**config.mk**
```make
export PLATFORM = sky130hd
export DESIGN_NAME = mem_access
export DESIGN_NICKNAME = d
export VERILOG_FILES = /design/src/rtl/mem_access.sv
export SDC_FILE = /design/constraint.sdc
export NUM_CORES = 1
export LEC_CHECK = 0
export CORE_MARGIN = 2
export CORE_UTILIZATION = 52
export CTS_BUF_LIST = sky130_fd_sc_hd__clkbuf_4
export CTS_CLUSTER_DIAMETER = 40
export DETAILED_ROUTE_END_ITERATION = 12
export DONT_BUFFER_PORTS = 1
export PLACE_DENSITY = 0.69
export SYNTH_ARGS = -nofsm -noshare
export SYNTH_HDL_FRONTEND = slang
export SYNTH_SLANG_ARGS = --single-unit
```
**constraint.sdc**
```tcl
create_clock -name clk -period 5.7 [get_ports clk]
set_input_delay 1.14 -clock clk [delete_from_list [all_inputs] [get_ports clk]]
set_output_delay 1.14 -clock clk [all_outputs]
set_load 0.05 [all_outputs]
```
**src/rtl/mem_access.sv**
```systemverilog
// mem_access: memory stage issuing byte/half/word loads and stores over a req/ready
// handshake, with lane formatting, timeout abort and a registered writeback bundle.
module mem_access #(
  parameter int TIMEOUT    = 256,
  parameter bit BIG_ENDIAN = 1'b1
) (
  input  logic        clk,
  input  logic        rst,
  input  logic        in_valid,
  input  logic [31:0] alu_result,
  input  logic [31:0] store_data,
  input  logic        memread,
  input  logic        memwrite,
  input  logic [1:0]  mem_size,
  input  logic        load_unsigned,
  input  logic        regwrite_in,
  input  logic [4:0]  rd_in,
  output logic        stall,
  output logic        mem_req,
  output logic        mem_we,
  output logic [31:0] mem_addr,
  output logic [31:0] mem_wdata,
  output logic [3:0]  mem_be,
  input  logic        mem_ready,
  input  logic [31:0] mem_rdata,
  output logic        wb_valid,
  output logic        wb_regwrite,
  output logic [4:0]  wb_rd,
  output logic [31:0] wb_data,
  output logic        addr_err,
  output logic        bus_err
);
  typedef enum logic {IDLE = 1'b0, WAIT = 1'b1} state_t;
  localparam logic [31:0] TO = 32'(TIMEOUT);
  state_t      state_q, state_d;
  logic [31:0] addr_q, addr_d;
  logic [31:0] wdata_q, wdata_d;
  logic [3:0]  be_q, be_d;
  logic [1:0]  off_q, off_d;
  logic [1:0]  size_q, size_d;
  logic        we_q, we_d;
  logic        uns_q, uns_d;
  logic        rw_q, rw_d;
  logic [4:0]  rd_q, rd_d;
  logic [31:0] cnt_q, cnt_d;
  logic        wb_valid_q, wb_valid_d;
  logic        wb_rw_q, wb_rw_d;
  logic [4:0]  wb_rd_q, wb_rd_d;
  logic [31:0] wb_data_q, wb_data_d;
  logic        addr_err_q, addr_err_d;
  logic        bus_err_q, bus_err_d;
  logic        mem_op, accept, illegal, launch, done, expire;
  logic [1:0]  lane_in, lane_q;
  logic [3:0]  be_in;
  logic [31:0] wdata_in;
  logic [7:0]  ld_byte;
  logic [15:0] ld_half;
  logic [31:0] ld_data;
  // Lane index counts from the LSB byte; big-endian mirrors the address offset.
  assign lane_in = BIG_ENDIAN ? ~alu_result[1:0] : alu_result[1:0];
  assign lane_q  = BIG_ENDIAN ? ~off_q : off_q;
  assign mem_op  = memread | memwrite;
  assign accept  = (state_q == IDLE) && in_valid;
  assign illegal = (memread & memwrite) || (mem_size == 2'b11) ||
                   (mem_size == 2'b01 && alu_result[0]) ||
                   (mem_size == 2'b10 && alu_result[1:0] != 2'b00);
  assign launch  = accept && mem_op && !illegal;
  assign done    = (state_q == WAIT) && mem_ready;
  assign expire  = (state_q == WAIT) && !mem_ready && (TIMEOUT != 0) && (cnt_q == TO - 32'd1);
  assign be_in    = mem_size == 2'b00 ? 4'b0001 << lane_in :
                    mem_size == 2'b01 ? (lane_in[1] ? 4'b1100 : 4'b0011) : 4'b1111;
  assign wdata_in = mem_size == 2'b00 ? {4{store_data[7:0]}} :
                    mem_size == 2'b01 ? {2{store_data[15:0]}} : store_data;
  assign ld_byte = 8'(mem_rdata >> {lane_q, 3'b000});
  assign ld_half = lane_q[1] ? mem_rdata[31:16] : mem_rdata[15:0];
  assign ld_data = size_q == 2'b00 ? {{24{~uns_q & ld_byte[7]}}, ld_byte} :
                   size_q == 2'b01 ? {{16{~uns_q & ld_half[15]}}, ld_half} : mem_rdata;
  always_ff @(posedge clk or posedge rst) begin
    if (rst) begin
      state_q    <= IDLE;
      addr_q     <= '0;
      wdata_q    <= '0;
      be_q       <= '0;
      off_q      <= '0;
      size_q     <= '0;
      we_q       <= 1'b0;
      uns_q      <= 1'b0;
      rw_q       <= 1'b0;
      rd_q       <= '0;
      cnt_q      <= '0;
      wb_valid_q <= 1'b0;
      wb_rw_q    <= 1'b0;
      wb_rd_q    <= '0;
      wb_data_q  <= '0;
      addr_err_q <= 1'b0;
      bus_err_q  <= 1'b0;
    end else begin
      state_q    <= state_d;
      addr_q     <= addr_d;
      wdata_q    <= wdata_d;
      be_q       <= be_d;
      off_q      <= off_d;
      size_q     <= size_d;
      we_q       <= we_d;
      uns_q      <= uns_d;
      rw_q       <= rw_d;
      rd_q       <= rd_d;
      cnt_q      <= cnt_d;
      wb_valid_q <= wb_valid_d;
      wb_rw_q    <= wb_rw_d;
      wb_rd_q    <= wb_rd_d;
      wb_data_q  <= wb_data_d;
      addr_err_q <= addr_err_d;
      bus_err_q  <= bus_err_d;
    end
  end
  always_comb begin
    state_d = state_q;
    if (state_q == IDLE) state_d = launch ? WAIT : IDLE;
    else state_d = (done || expire) ? IDLE : WAIT;
  end
  always_comb begin
    addr_d  = launch ? {alu_result[31:2], 2'b00} : addr_q;
    wdata_d = launch ? wdata_in : wdata_q;
    be_d    = launch ? be_in : be_q;
    off_d   = launch ? alu_result[1:0] : off_q;
    size_d  = launch ? mem_size : size_q;
    we_d    = launch ? memwrite : we_q;
    uns_d   = launch ? load_unsigned : uns_q;
    rw_d    = launch ? regwrite_in : rw_q;
    rd_d    = launch ? rd_in : rd_q;
    cnt_d   = ((state_q == WAIT) && !mem_ready && !expire) ? cnt_q + 32'd1 : '0;
  end
  // Writeback: non-mem and illegal ops retire from IDLE, mem ops on done/expire.
  always_comb begin
    wb_valid_d = (accept && (!mem_op || illegal)) || done || expire;
    addr_err_d = accept && mem_op && illegal;
    bus_err_d  = expire;
    wb_rw_d    = accept && !mem_op ? regwrite_in :
                 accept && illegal ? 1'b0 :
                 done ? (rw_q & ~we_q) :
                 expire ? 1'b0 : wb_rw_q;
    wb_rd_d    = accept && (!mem_op || illegal) ? rd_in :
                 (done || expire) ? rd_q : wb_rd_q;
    wb_data_d  = accept && !mem_op ? alu_result :
                 done && !we_q ? ld_data : wb_data_q;
  end
  always_comb begin
    mem_req     = state_q == WAIT;
    stall       = state_q == WAIT;
    mem_we      = we_q;
    mem_addr    = addr_q;
    mem_wdata   = wdata_q;
    mem_be      = be_q;
    wb_valid    = wb_valid_q;
    wb_regwrite = wb_rw_q;
    wb_rd       = wb_rd_q;
    wb_data     = wb_data_q;
    addr_err    = addr_err_q;
    bus_err     = bus_err_q;
  end
endmodule

```
### Word-level counts from Yosys, hierarchy flattened

Cells that the tools add are included.
Widths: inputs -> output; s select.

| word-level totals | value |
|---|---|
| register bits after elaboration | 152 |
| bits in latches | 0 |
| memory bits (writable) | 0 |
| bits in read-only memories | 0 |
| input port bits | 111 |
| output and inout port bits | 112 |
| word-level logic and storage cells | 87 |
| memories kept | 0 |

| cells by class | value |
|---|---|
| add/sub/neg operators | 1 |
| multipliers | 0 |
| div/mod/pow operators | 0 |
| $lt $le $gt $ge | 0 |
| equal/unequal tests | 5 |
| shift-type cells | 2 |
| muxes and demuxes | 20 |
| bitwise gates (word level) | 10 |
| reduce and logical (&&, ||, !) cells | 32 |

Operators by type and width:

| operator | number |
|---|---|
| $mux 32 | 7 |
| $add 32x1->32 const B | 1 |
| $eq 32x8->1 const B | 1 |
| $shr 32x5->8 | 1 |
| $mux 16 | 1 |
| $logic_and 1x1->1 | 14 |
| $mux 4 | 3 |
| $mux 5 | 2 |
| $logic_or 1x1->1 | 7 |
| $mux 1 | 7 |
| $reduce_bool 2->1 | 3 |
| $logic_not 1->1 | 5 |
| $and 1x1->1 | 4 |
| $eq 2x1->1 const B | 2 |
| $eq 2x2->1 const B | 2 |
| $logic_not 2->1 | 2 |
| $not 2->2 | 2 |
| $reduce_bool 4->1 | 1 |
| $shl 1x2->4 const A | 1 |
| $not 1->1 | 3 |
| $or 1x1->1 | 1 |

### Depth between registers and ports, before layout

| depth | value |
|---|---|
| depth in word-level cells | 8 |
| gate-level depth with buffers | 8 |
| depth with buffers taken out | 6 |

### Worst setup path before layout

No wires, ideal clock.

| timing path | value |
|---|---|
| kind | input to register |
| from | input port mem_size[0] |
| to | register wb_rd_q[0] (netlist: wb_rd[0]) |
| library setup time | 0.125 ns |
| arrival time | 2.380 ns |
| data required time | 5.575 ns |
| setup slack | 3.196 ns |
| cell stages on the path | 5 |
| path buffers | 0 |
| cells stage by stage | or2_1 o21ai_2 a21oi_2 a221oi_4 mux2_2 |

| on the way | value |
|---|---|
| longest elaborated chain between the ends | 7 |

RTL lines:

| what | RTL line | text |
|---|---|---|
| start: declaration | 14 | `input logic [1:0] mem_size,` |
| $eq 2x2->1 or $eq 2x1->1 (tied branches) | 64, 65 |  |
| $logic_or 1x1->1 or $logic_and 1x1->1 (tied branches) | 64, 65 |  |
| $logic_or 1x1->1 | 64 | `assign illegal = (memread & memwrite) \|\| (mem_size == 2'b11) \|\|` |
| $logic_or 1x1->1 * | 65 | `(mem_size == 2'b01 && alu_result[0]) \|\|` |
| $logic_or 1x1->1 * | 143 | `wb_rd_d = accept && (!mem_op \|\| illegal) ? rd_in :` |
| $logic_and 1x1->1 * | 143 |  |
| $mux 5 or $reduce_bool 2->1 (tied branches) | n/a |  |
| end signal: assignment | 111 | `wb_rd_q <= wb_rd_d;` |
| end: declaration | 48 | `logic [4:0] wb_rd_q, wb_rd_d;` |

Mark *: on every way between the ends. The rest lies on a longest branch, timed or not.
A chain may end at the register's enable or synchronous reset.

### Final worst setup path

| timing path | value |
|---|---|
| from | register state_q (netlist: mem_req) |
| to | register wb_data_q[18] (netlist: wb_data[18]) |

| on the way | value |
|---|---|
| longest elaborated chain between the ends | 4 |

RTL lines:

| what | RTL line | text |
|---|---|---|
| start: declaration | 35 | `state_t state_q, state_d;` |
| start signal: assignment | 98 | `state_q <= state_d;` |
| $not 1->1 | n/a |  |
| $logic_and 1x1->1 | 63 | `assign accept = (state_q == IDLE) && in_valid;` |
| $logic_and 1x1->1 | 145 | `wb_data_d = accept && !mem_op ? alu_result :` |
| $mux 32 or $reduce_bool 2->1 (tied branches) | n/a |  |
| end signal: assignment | 112 | `wb_data_q <= wb_data_d;` |
| end: declaration | 49 | `logic [31:0] wb_data_q, wb_data_d;` |

Several ways; a longest one is shown, not always the timed one.

==> metrics.cfg <==
[setup_path]
timing_worst_setup_path_type=reg -> reg
timing.critical_path.from_type=flop
cp_cell_sequence=nand2b_1, nor3_4, buf_4, nor2_2, a222oi_1, nand2_1
crit_buf_inv=1
path_max_fanout=33
setup.worst_path.end_class=flop
worst_ep_required_time_ns=6.21
critical_path.top_delay_family=simple AND/OR/NAND/NOR gates
worst-endpoint-arrival_ns=3.53
timing.critical_path.slowest_stage_cell=sky130_fd_sc_hd__dfrtp_1
critPathMaxStageDelay_ns=1.09

[yosys]
yosys_warnings=0
seq_area_frac_synth=0.523
flop_and_latch_count_out_of_synthesis=152
netlist-cell-type-count=46
synthArstFlopShare=1.00
synth_top_area_cell=sky130_fd_sc_hd__dfrtp_1
post_synth_most_frequent_cells=sky130_fd_sc_hd__dfrtp_1, sky130_fd_sc_hd__nand2_1, sky130_fd_sc_hd__mux2_2
dominantRegCellSynth=sky130_fd_sc_hd__dfrtp_1
synth_area_per_cell_um2=10.9
synthMostInstantiatedCell=sky130_fd_sc_hd__dfrtp_1
synth.top_cells.by_area=sky130_fd_sc_hd__dfrtp_1, sky130_fd_sc_hd__mux2_2, sky130_fd_sc_hd__nand2_1, sky130_fd_sc_hd__mux2i_1, sky130_fd_sc_hd__nor2_1
syn-cell-area_um2=7270
syn-instance-count=665
synth-edff-count=0
synth.top_cell.area_share=0.523

[sta]
final_min_period_over_clock_period=0.531
fmax_ghz=0.330
max_slew.worst_pin.slew_ns=1.10
fin_skew_ns=0.0229
final.setup.worst_slack_ns=2.67
timing.final.max_slew_violations=0
grt_setup_unrepaired=no
setup_viol=0
final_period_demand_of_the_worst_path_ns=3.03
final-hold-violation-count=0
max_slew_margin=0.268
setup_tns_ns=0

[clock_tree]
clock_tree.htree_level_count=4
clock_tree.root_cell=sky130_fd_sc_hd__clkbuf_4
clock_tree_from_tritoncts=built
max-clock-path-buffers=2
worst_skew_pair.late_latency_ns=0.57
clk_pin_slew_worst_paths_ns=0.13
postCtsHoldBufs=0
cts.sinks=152
cts.repair_timing.setup_buffer_count=0
post_cts_sizing=0
cts_buffers=17

[route]
routed-via-count=5339
routed_wl_um=18100
routed_via_density=6.36
drtAntennaViolNets=0
first_pass_iters=6
drt_iter0_markers=437
remaining_design_rule_violation_count=0
drt-wirelength-per-cell_um=21.6

[layout]
finalCoreUtilization=0.553
ratio_of_cells_with_drive_above_1_in_the_final_layout=0.170
area_growth_syn_to_layout_pct=4.87
finalNetCount=759
n_antenna_cell=0

[placed_design]
hpwl_um=12900
io_buf_count=0
placement.setup.worst_slack_ns=2.13
gp_congestion=0.918

[grt]
globalRouteTotalUtil=0.241
number_of_antenna_violations_at_the_first_check_in_global_routing=0
globalRoute.totalOverflow=0
grt_first_pass_wirelength_um=27900
maximum_number_of_pins_on_one_net_before_global_route_repair=113
grt_pass1_vias=5384

[pwr]
power.ir.vdd_worst_mv=0.263
p_per_area_nw_per_um2=484
power_leakage_uw=0.00334

[hold_path]
holdCritPathClass=reg -> reg

[die]
die_height_um=122
die_width_um=122
core.rowCount=43
die_area_um2=14900
floorplan.io_pins=223
floorplan.core_area_um2=13800
floorplan.initialDensity=0.528

[outcome]
run_status=finished, final reports clean

[run]
count_of_max_cap_constraint_violations=0

[worst register-to-register path, stage by stage, from the launching register on]
cell,delay (ns)
sky130_fd_sc_hd__dfrtp_1,1.09
sky130_fd_sc_hd__nand2b_1,0.35
sky130_fd_sc_hd__nor3_4,0.05
sky130_fd_sc_hd__buf_4,0.25
sky130_fd_sc_hd__nor2_2,0.88
sky130_fd_sc_hd__a222oi_1,0.23
sky130_fd_sc_hd__nand2_1,0.13
[metal layers]
metal,up-vias,track usage,part of all wire
met5,-,0,0
met4,0,0.0740,0.022
met3,40,0.0860,0.11
met2,291,0.387,0.48
met1,2632,0.308,0.39
li1,2376,-,-
[layout make-up]
cell class              instances  area, um^2
clock buffers                  17         128
clock inverters                14         150
fillers                      1223        6150
inverters                      15        61.3
multi-input cells             458        3230
flip-flops and latches        152        3800
well taps                     180         225
repair buffers                  3        22.5
[where the power goes]
part / switching, uW / internal, uW / total [uW]
combinational: 233 / 283 / 516
clock: 402 / 261 / 664
sequential: 1180 / 1330 / 2510
[flip-flops by register name, summed over array words and instances (netlist names)]
register     cells
addr_err         1
bus_err          1
cnt_q           32
mem_addr        30
mem_be           4
mem_req          1
mem_wdata       32
mem_we           1
off_q            2
rd_q             5
rw_q             1
size_q           2
uns_q            1
wb_data         32
wb_rd            5
wb_regwrite      1
wb_valid         1
[logic make-up (layout without fill, tap and decap cells)]
| family | Yosys count | count (layout) | synth area share |
|---|---|---|---|
| AOI/OAI and AO/OA | 127 | 127 | 0.123 |
| muxes | 93 | 93 | 0.151 |
| and+or+nand+nor | 206 | 206 | 0.131 |
| DFF | 152 | 152 | 0.523 |
| xor gates and xnor gates | 29 | 29 | 0.0349 |
| adders and majority gates | 1 | 1 | 0.00172 |
| buffers and inverters | 56 | 49 | 0.0349 |
| other | 1 | 2 | 0.000516 |
[cells in the final DEF (no fill, tap or decap), types with 2 or more instances in the layout]
cell / count
sky130_fd_sc_hd__inv_1: 14
sky130_fd_sc_hd__and2_1: 5
sky130_fd_sc_hd__nor3_1: 3
sky130_fd_sc_hd__or3_1: 4
sky130_fd_sc_hd__clkinvlp_4: 2
sky130_fd_sc_hd__nand4_1: 12
sky130_fd_sc_hd__inv_6: 3
sky130_fd_sc_hd__mux2_2: 61
sky130_fd_sc_hd__o22ai_1: 8
sky130_fd_sc_hd__xor2_1: 22
sky130_fd_sc_hd__mux2i_1: 25
sky130_fd_sc_hd__bufinv_16: 2
sky130_fd_sc_hd__clkbuf_4: 17
sky130_fd_sc_hd__o21ai_0: 39
sky130_fd_sc_hd__and3_1: 6
sky130_fd_sc_hd__conb_1: 2
sky130_fd_sc_hd__a32oi_1: 7
sky130_fd_sc_hd__or2_2: 3
sky130_fd_sc_hd__clkinv_4: 3
sky130_fd_sc_hd__a21oi_1: 17
sky130_fd_sc_hd__mux4_2: 7
sky130_fd_sc_hd__clkinv_2: 4
sky130_fd_sc_hd__nor4_1: 9
sky130_fd_sc_hd__nand2_1: 84
sky130_fd_sc_hd__a22o_1: 8
sky130_fd_sc_hd__a222oi_1: 16
sky130_fd_sc_hd__xnor2_1: 7
sky130_fd_sc_hd__nor2_1: 52
sky130_fd_sc_hd__dfrtp_1: 152
sky130_fd_sc_hd__nand2b_1: 4
sky130_fd_sc_hd__or2_1: 2
sky130_fd_sc_hd__and4_1: 6
sky130_fd_sc_hd__buf_4: 3
sky130_fd_sc_hd__a22oi_1: 14
sky130_fd_sc_hd__a221oi_1: 7
sky130_fd_sc_hd__a21o_1: 3
sky130_fd_sc_hd__nand3_1: 13
[worst paths after layout]
path                       startpoint     endpoint  slack [ns]  depth (start not counted)
min reg2reg                  cnt_q[0]     cnt_q[0]        0.47                          1
max in group asynchronous         rst    cnt_q[15]        3.93                          2
min                          cnt_q[0]     cnt_q[0]        0.47                          1
max                           mem_req  wb_data[18]        2.67                          6
min in group asynchronous         rst     wb_valid        0.63                          1
max reg2reg                   mem_req  wb_data[18]        2.67                          6
[per-stage QoR]
stage | std cells | cell area, um^2 | total power, uW | hold slack (ns)
2_1_floorplan | 666 | 7270 | 2890 | 0.430
3_3_place_gp | 808 | 7340 | 3010 | 0.447
3_5_place_dp | 808 | 7340 | 3050 | 0.458
4_1_cts | 839 | 7620 | 3700 | 0.475
5_1_grt | 839 | 7620 | 3850 | 0.519
6_report | 839 | 7620 | 3690 | 0.472
No activity file was read; power rests on OpenSTA's default activity.
